**src/rtl/vga_pkg.sv**
```systemverilog
// Shared VGA timing definitions: receiver FSM states and default 640x480 timing.
package vga_pkg;

  typedef enum logic [1:0] {
    SEARCH = 2'd0,
    TRACK  = 2'd1,
    LOCKED = 2'd2
  } vga_rx_state_t;

  localparam int DEF_H_TOTAL     = 800;
  localparam int DEF_H_SYNC      = 96;
  localparam int DEF_H_BP        = 48;
  localparam int DEF_H_ACTIVE    = 640;
  localparam int DEF_V_TOTAL     = 521;
  localparam int DEF_V_SYNC      = 2;
  localparam int DEF_V_BP        = 29;
  localparam int DEF_V_ACTIVE    = 480;
  localparam int DEF_LOCK_FRAMES = 2;

  localparam int H_CNT_W = 12;
  localparam int V_CNT_W = 11;
  localparam int COORD_W = 10;

endpackage

```
**src/rtl/vga_period_cnt.sv**
```systemverilog
// Period counter for one sync axis: samples an active-low sync on pixel ticks,
// flags its falling edge, and counts advance events between edges (saturating).
// at_end says the count sits on the last position of a nominal period.
module vga_period_cnt
  import vga_pkg::*;
#(
  parameter int W      = H_CNT_W,
  parameter int PERIOD = DEF_H_TOTAL
) (
  input  logic         clk,
  input  logic         rst_n,
  input  logic         en,
  input  logic         adv,
  input  logic         sync_n,
  output logic [W-1:0] cnt,
  output logic         fall,
  output logic         at_end,
  output logic         seen
);

  logic sync_q;

  assign fall   = en & sync_q & ~sync_n;
  assign at_end = (cnt == W'(PERIOD - 1));

  // Sample sync on ticks; restart the count on a sync fall, otherwise advance and stick at all-ones.
  always_ff @(negedge clk or negedge rst_n) begin
    if (!rst_n) begin
      sync_q <= 1'b1;
      cnt    <= '0;
      seen   <= 1'b0;
    end else begin
      if (en) begin
        sync_q <= sync_n;
      end
      if (fall) begin
        cnt  <= '0;
        seen <= 1'b1;
      end else if (adv && (cnt != {W{1'b1}})) begin
        cnt <= cnt + 1'b1;
      end
    end
  end

endmodule

```
**src/rtl/vga_sync_rx.sv**
```systemverilog
// VGA timing receiver: measures line/frame periods from hsync/vsync, locks after
// LOCK_FRAMES consecutive good frames, and regenerates coordinates and data-enable.
module vga_sync_rx
  import vga_pkg::*;
#(
  parameter int H_TOTAL     = DEF_H_TOTAL,
  parameter int H_SYNC      = DEF_H_SYNC,
  parameter int H_BP        = DEF_H_BP,
  parameter int H_ACTIVE    = DEF_H_ACTIVE,
  parameter int V_TOTAL     = DEF_V_TOTAL,
  parameter int V_SYNC      = DEF_V_SYNC,
  parameter int V_BP        = DEF_V_BP,
  parameter int V_ACTIVE    = DEF_V_ACTIVE,
  parameter int LOCK_FRAMES = DEF_LOCK_FRAMES
) (
  input  logic               i_clk,
  input  logic               i_reset_n,
  input  logic               en,
  input  logic               i_hsync,
  input  logic               i_vsync,
  output logic [COORD_W-1:0] o_x,
  output logic [COORD_W-1:0] o_y,
  output logic               o_de,
  output logic               o_line_start,
  output logic               o_frame_start,
  output logic               o_locked,
  output logic               o_err
);

  localparam int HA0     = H_SYNC + H_BP;
  localparam int VA0     = V_SYNC + V_BP;
  localparam int TIMEOUT = 2 * H_TOTAL;

  logic [H_CNT_W-1:0] h_cnt;
  logic [V_CNT_W-1:0] v_cnt;
  logic               h_fall, v_fall, h_end, v_end, h_seen, v_seen;
  logic               line_bad, bad_line, frame_good, timeout, h_in, v_in;
  logic [3:0]         good_frames;
  logic               err;
  vga_rx_state_t      state;

  // Horizontal: counts pixel ticks between hsync falls.
  vga_period_cnt #(.W(H_CNT_W), .PERIOD(H_TOTAL)) u_h_cnt (
    .clk(i_clk), .rst_n(i_reset_n), .en(en), .adv(en), .sync_n(i_hsync),
    .cnt(h_cnt), .fall(h_fall), .at_end(h_end), .seen(h_seen)
  );

  // Vertical: counts hsync falls between vsync falls; the vsync fall wins a tie.
  vga_period_cnt #(.W(V_CNT_W), .PERIOD(V_TOTAL)) u_v_cnt (
    .clk(i_clk), .rst_n(i_reset_n), .en(en), .adv(h_fall), .sync_n(i_vsync),
    .cnt(v_cnt), .fall(v_fall), .at_end(v_end), .seen(v_seen)
  );

  // A line is bad when its hsync fall arrives early or late; the same-tick bad
  // line must count against the frame being closed by a coincident vsync fall.
  assign bad_line   = h_fall & ~h_end;
  assign frame_good = v_end & ~(line_bad | bad_line);
  assign timeout    = en & ~h_fall & (h_cnt >= H_CNT_W'(TIMEOUT));

  // Sticky bad-line flag, scoped to one frame.
  always_ff @(negedge i_clk or negedge i_reset_n) begin
    if (!i_reset_n) begin
      line_bad <= 1'b0;
    end else if (v_fall) begin
      line_bad <= 1'b0;
    end else if (bad_line) begin
      line_bad <= 1'b1;
    end
  end

  // Lock FSM; every event is qualified by en, err is a single-clock pulse.
  always_ff @(negedge i_clk or negedge i_reset_n) begin
    if (!i_reset_n) begin
      state       <= SEARCH;
      good_frames <= 4'd0;
      err         <= 1'b0;
    end else begin
      err <= 1'b0;
      if (timeout) begin
        if (state != SEARCH) begin
          err <= 1'b1;
        end
        state       <= SEARCH;
        good_frames <= 4'd0;
      end else begin
        case (state)
          SEARCH: begin
            if (v_fall) begin
              state       <= TRACK;
              good_frames <= 4'd0;
            end
          end
          TRACK: begin
            if (v_fall) begin
              if (frame_good) begin
                good_frames <= good_frames + 4'd1;
                if ((good_frames + 4'd1) == 4'(LOCK_FRAMES)) begin
                  state <= LOCKED;
                end
              end else begin
                good_frames <= 4'd0;
              end
            end
          end
          LOCKED: begin
            if (bad_line || (v_fall && !frame_good)) begin
              state       <= TRACK;
              good_frames <= 4'd0;
              err         <= 1'b1;
            end
          end
          default: begin
            state       <= SEARCH;
            good_frames <= 4'd0;
          end
        endcase
      end
    end
  end

  // Active window decode straight from the count registers (no extra latency).
  assign h_in = (h_cnt >= H_CNT_W'(HA0)) && (h_cnt < H_CNT_W'(HA0 + H_ACTIVE));
  assign v_in = (v_cnt >= V_CNT_W'(VA0)) && (v_cnt < V_CNT_W'(VA0 + V_ACTIVE));

  assign o_x      = h_in ? COORD_W'(h_cnt - H_CNT_W'(HA0)) : '0;
  assign o_y      = v_in ? COORD_W'(v_cnt - V_CNT_W'(VA0)) : '0;
  assign o_locked = (state == LOCKED);
  assign o_de     = o_locked & h_in & v_in;
  assign o_err    = err;

  // h_cnt is also 0 straight out of reset, before any hsync was seen; only a
  // count restarted by a real hsync fall marks a line start.
  assign o_line_start  = h_seen & (h_cnt == '0);
  assign o_frame_start = o_line_start & v_seen & (v_cnt == '0);

endmodule

```
**config.mk**
```make
export PLATFORM = sky130hd
export DESIGN_NAME = vga_sync_rx
export DESIGN_NICKNAME = d
export VERILOG_FILES = /design/src/rtl/vga_pkg.sv /design/src/rtl/vga_period_cnt.sv /design/src/rtl/vga_sync_rx.sv
export SDC_FILE = /design/constraint.sdc
export NUM_CORES = 1
export LEC_CHECK = 0
export CAP_MARGIN = 20
export CELL_PAD_IN_SITES_DETAIL_PLACEMENT = 0
export CELL_PAD_IN_SITES_GLOBAL_PLACEMENT = 2
export CORE_MARGIN = 5
export CORE_UTILIZATION = 33
export DETAILED_ROUTE_END_ITERATION = 6
export PLACE_DENSITY = 0.87
export SYNTH_ARGS = -nofsm -noshare
export SYNTH_HDL_FRONTEND = slang
export SYNTH_SLANG_ARGS = --single-unit
```
**constraint.sdc**
```tcl
create_clock -name i_clk -period 2.8 [get_ports i_clk]
set_input_delay 0.56 -clock i_clk [delete_from_list [all_inputs] [get_ports i_clk]]
set_output_delay 0.56 -clock i_clk [all_outputs]
set_load 0.02 [all_outputs]
```
# Yosys cells after proc, flatten, opt, wreduce, memory -nomap -nowiden
# Index checks and enable logic that the tools add are counted.
# word_totals
regBits	35
latch_bits	0
ram_bits	0
romBits	0
inputBits	5
output_inout_bits	25
wordCells	92
memories	0
# op_classes
n_addsub	5
multipliers	0
div_mod_pow	0
n_lt_le_gt_ge	5
eq_ne	12
shift	0
mux	25
bitwise	19
reduce_logical	16
# op_table
cell	n
two-way mux 12 bit	2
two-way mux 11 bit	2
two-way mux 10 bit	2
two-way mux 4 bit	5
AND 1 bit	13
adder 12 x 1 -> 12 bit, second input constant	1
== test 12 x 10 -> 1 bit, second input constant	1
>= comparator 12 x 11 -> 1 bit, second input constant	1
>= comparator 12 x 8 -> 1 bit, second input constant	1
logical NOT 12 bit	1
< comparator 12 x 10 -> 1 bit, second input constant	1
two-way mux 2 bit	6
!= test 12 bit, second input constant	1
!= test 3 bit, second input constant	4
one-hot mux 4 bit (3 select lines)	1
adder 11 x 1 -> 11 bit, second input constant	1
== test 11 x 10 -> 1 bit, second input constant	1
>= comparator 11 x 5 -> 1 bit, second input constant	1
logical NOT 11 bit	1
< comparator 11 x 9 -> 1 bit, second input constant	1
!= test 11 bit, second input constant	1
subtractor 10 x 5 -> 10 bit, second input constant	1
subtractor 10 x 8 -> 10 bit, second input constant	1
nonzero test 2 bit	4
15 further kinds	28

# Logic depth before layout (Yosys ltp)
# depth
depth_word	12
mapped_depth	8
mapped_depth_nobuf	7

# Hierarchy
# Synthesis repeated with hierarchy kept, for this count alone.
# unflattened
hier_cells	280
hier_area_um2	2478.6
# by_module_without_submodules
module	instances	cells_per_inst	area_each_um2	seq_area_each_um2
vga_sync_rx	1	135	1001.0	200.2
vga_period_cnt (u_h_cnt)	1	77	755.7	351.6
vga_period_cnt (u_v_cnt)	1	68	721.9	326.6

==> impl_results.md <==
* Total grt overflow at 0
* Leading area contributor after synthesis: dfrtn_1
* Hold EP: u_h_cnt.seen$_DFFE_NN0N_
* R2R depth at 8
* Wire per inst at 14.67 µm
* Syn Nets at 299
* Share of cells above drive strength 1 at 55.58%
* Crit path setup slack, layout at -1148 ps
* Number of flops mapped to enable cells by yosys at 0
* CP cell instances: inv_2, ha_4, nand2b_4, o21ai_1, o211ai_1, buf_6, buf_6, nor2_4, buf_6
* Unrepaired setup endpoints after global routing: true
* Post-synth top flop: dfrtn_1
* Worst hold margin at 428.7 ps
* Register cell area after layout at 878.3 µm²
* Clk sinks at 35
* Total Nets Final at 426
* Flops & latches, synth at 35
* GP Congestion at 0.8020
* Worst reg2reg endpoint: u_h_cnt.cnt[1]$_DFFE_NN0P_
* Crit Path Max Fanout at 8
* CP top delay family: buffers and inverters
* Initial Utilization at 34.31%
* Post-Syn Area at 2370 µm²
* DR top layer: met4
* CTS tree: yes
* Hold buffer count at cts at 0
* Syn Area/Cell at 8.344 µm²
* Routed Wire Length at 7451 µm
* Hold Path Stages at 1
* Initial antenna violation count at 0
* FILL cells at 573
* Post-route ant nets at 0
* Clock root cell: clkbuf_8
* Leak at 1.934 nW
* Full die area at 8976 µm²
* Commonest cells after routing, fill and taps aside: buf_4 (90), buf_6 (40), nor2_1 (34)
* Failing checks: setup timing
* Yosys cell types at 49
* Top cells by area, synth: dfrtn_1 (35%), nor2_1 (8.6%), xnor2_1 (6.3%)
* Final setup violation count at 42
* Worst Tran Pin Value at 490.2 ps
* Horiz. Die Dim at 94.74 µm
* Status: finished, violations left
* Ys async rst share at 100.0%
* Metal3 WL at 268 µm
* Wire length on met2 at 3935 µm
* Crit path DAT at 3390 ps
* Max cap viols at 0
* Final Hold Vio Count at 0
* Pin count of the biggest net entering global routing at 22
* CP max-delay cell: dfrtn_1
* Crit path largest cell delay at 490 ps
* Ant diodes at 0
* H-tree levels at 2
* Synth top area share at 34.85%
* Vias in the first global route at 2600
* R2r setup slk at 430 ps
* Post-layout util at 62.43%
* Crit Path Class: reg2out
* Hold/Removal Path Class: reg2reg
* Post-Syn Instances at 284
* Core footprint at 6907 µm²
* CTS clk-pin slew, worst paths at 50 ps
* Die Ht at 94.74 µm
* Pre-antenna DRT Iters at 5
* VDD IR max at 0.1887 mV
* IO Pins at 30
* Critical Path Start Type: flop
* Global-route wire length before repair at 12220 µm
* DRC viols at 0
* Overall routing resource usage at 17.24%
* Worst hold path startpoint: u_h_cnt.seen$_DFFE_NN0N_
* Area delta synth->final at 81.94%
* CTS max path bufs at 2
* Yosys Warn Count at 0
* Reg-to-Reg Start: u_h_cnt.cnt[4]$_DFFE_NN0P_
* Most common cell after layout, fill and taps aside: buf_4
* Sequential share of the synthesized area at 37.06%
* Max_slew headroom at 66.87%
* DP Wirelength at 5277 µm
* Clock Latency Late Sink at 350 ps
* PD cells at 425.9 nW/µm²
* Placement Rows at 30
* CTS buffer count at 5
* Clk_skew at 55.22 ps
* DRT iter0 DRCs at 104
* WP data required at 2240 ps
* Setup crit end kind: output pin
* Multi-input logic area at 1856 µm²
* Vias at 2540
* WL met1 at 3122 µm
* Most common cell on crit path: buf_6
* Buffers & Inverters on Critical Path at 4
* Port bufs at 29
* Final setup TNS at -26240 ps
* Vias/cell at 5.000
* Slew Viols, Final at 0
## worst max-delay path by stage
stage                                    start  endpoint  slack [ps]  cells after the start
global placement    u_h_cnt.cnt[0]$_DFFE_NN0P_      o_de       -1290                      9
finish              u_h_cnt.cnt[4]$_DFFE_NN0P_    o_x[9]       -1150                      9
CTS                 u_h_cnt.cnt[0]$_DFFE_NN0P_      o_de       -1120                      9
floorplan           u_h_cnt.cnt[4]$_DFFE_NN0P_    o_x[8]        -790                      7
detailed placement  u_h_cnt.cnt[1]$_DFFE_NN0P_      o_de       -1330                      9
global route        u_h_cnt.cnt[1]$_DFFE_NN0P_    o_x[7]       -1270                      9
## logic make-up (layout without fill, tap and decap cells)
| group | after synthesis | count (layout) | synth area share, % |
|---|---|---|---|
| xor gates and xnor gates | 22 | 22 | 8.131 |
| DFF | 35 | 35 | 37.06 |
| muxes | 5 | 5 | 2.270 |
| and+or+nand+nor | 134 | 134 | 29.30 |
| buffers and inverters | 36 | 164 | 6.019 |
| adders and majority gates | 10 | 10 | 5.280 |
| AOI/OAI and AO/OA | 42 | 42 | 11.93 |
## final cells by class
class	instances	area share, %
sequential	35	20.37
inverter	14	1.219
tap	96	2.786
clock buffer	7	2.263
timing repair buffer	140	30.06
multi-input combinational	213	43.04
clock inverter	3	0.2612
## worst register-to-register path, cell delays in order, from the launching register on
cell and delay, ps:
dfrtn_1 490, buf_4 210, ha_1 180, nand4_1 310, o31ai_4 420, buf_4 240
buf_4 130, mux2i_1 190, nor2_1 60
## cells in the mapped netlist, types with 3 or more instances
library cell and n:
a21o_1 3, a21oi_1 11, and3_1 3, and3b_1 3, clkbuf_1 20, dfrtn_1 33
ha_1 10, inv_1 15, mux2_2 3, nand2_1 12, nand2b_1 5, nand3_1 14
nand3b_1 3, nand4_1 5, nor2_1 54, nor3_1 9, nor4_1 6, o21ai_0 11
or3_1 4, xnor2_1 17, xor2_1 5
## registers in the layout, indices dropped and copies added (netlist names)
| register | flops |
|---|---|
| u_v_cnt.cnt | 11 |
| u_h_cnt.sync_q | 1 |
| u_v_cnt.sync_q | 1 |
| u_h_cnt.cnt | 12 |
| state | 2 |
| o_err | 1 |
| u_v_cnt.seen | 1 |
| line_bad | 1 |
| good_frames | 4 |
| u_h_cnt.seen | 1 |
## report_power, final
part / internal [mW] / switching, mW / total [mW]
Clock: 0.231 / 0.205 / 0.436
Combinational: 0.419 / 0.356 / 0.775
Sequential: 0.566 / 0.0594 / 0.625
Total: 1.22 / 0.620 / 1.84
## per-stage QoR
stage	total power, mW	area (µm²)	worst slack [ps]	cells
after floorplan	0.9274	2750	-791.9	284
after global placement	1.232	3616	-1289	470
after global routing	1.930	4312	-1269	508
after CTS	1.755	4061	-1117	495
final	1.836	4312	-1148	508
after detailed placement	1.250	3616	-1334	470
## routing by layer
| layer | vias to the layer above | GRT usage [%] |
|---|---|---|
| met2 | 57 | 31.12 |
| met3 | 14 | 3.267 |
| met5 | - | 0 |
| li1 | 1230 | - |
| met4 | 0 | 5.769 |
| met1 | 1239 | 20.35 |
## what timing repair did
| action | CTS | global route |
|---|---|---|
| buffers inserted | 16 | 16 |
| pin swaps | 25 | 15 |
| setup endpoints to repair | 57 | 40 |
| resized for setup | 200 | 42 |
| hold endpoints to repair | 0 | 0 |
| cloned | 1 | 0 |
(Power assumes the default switching activity.)
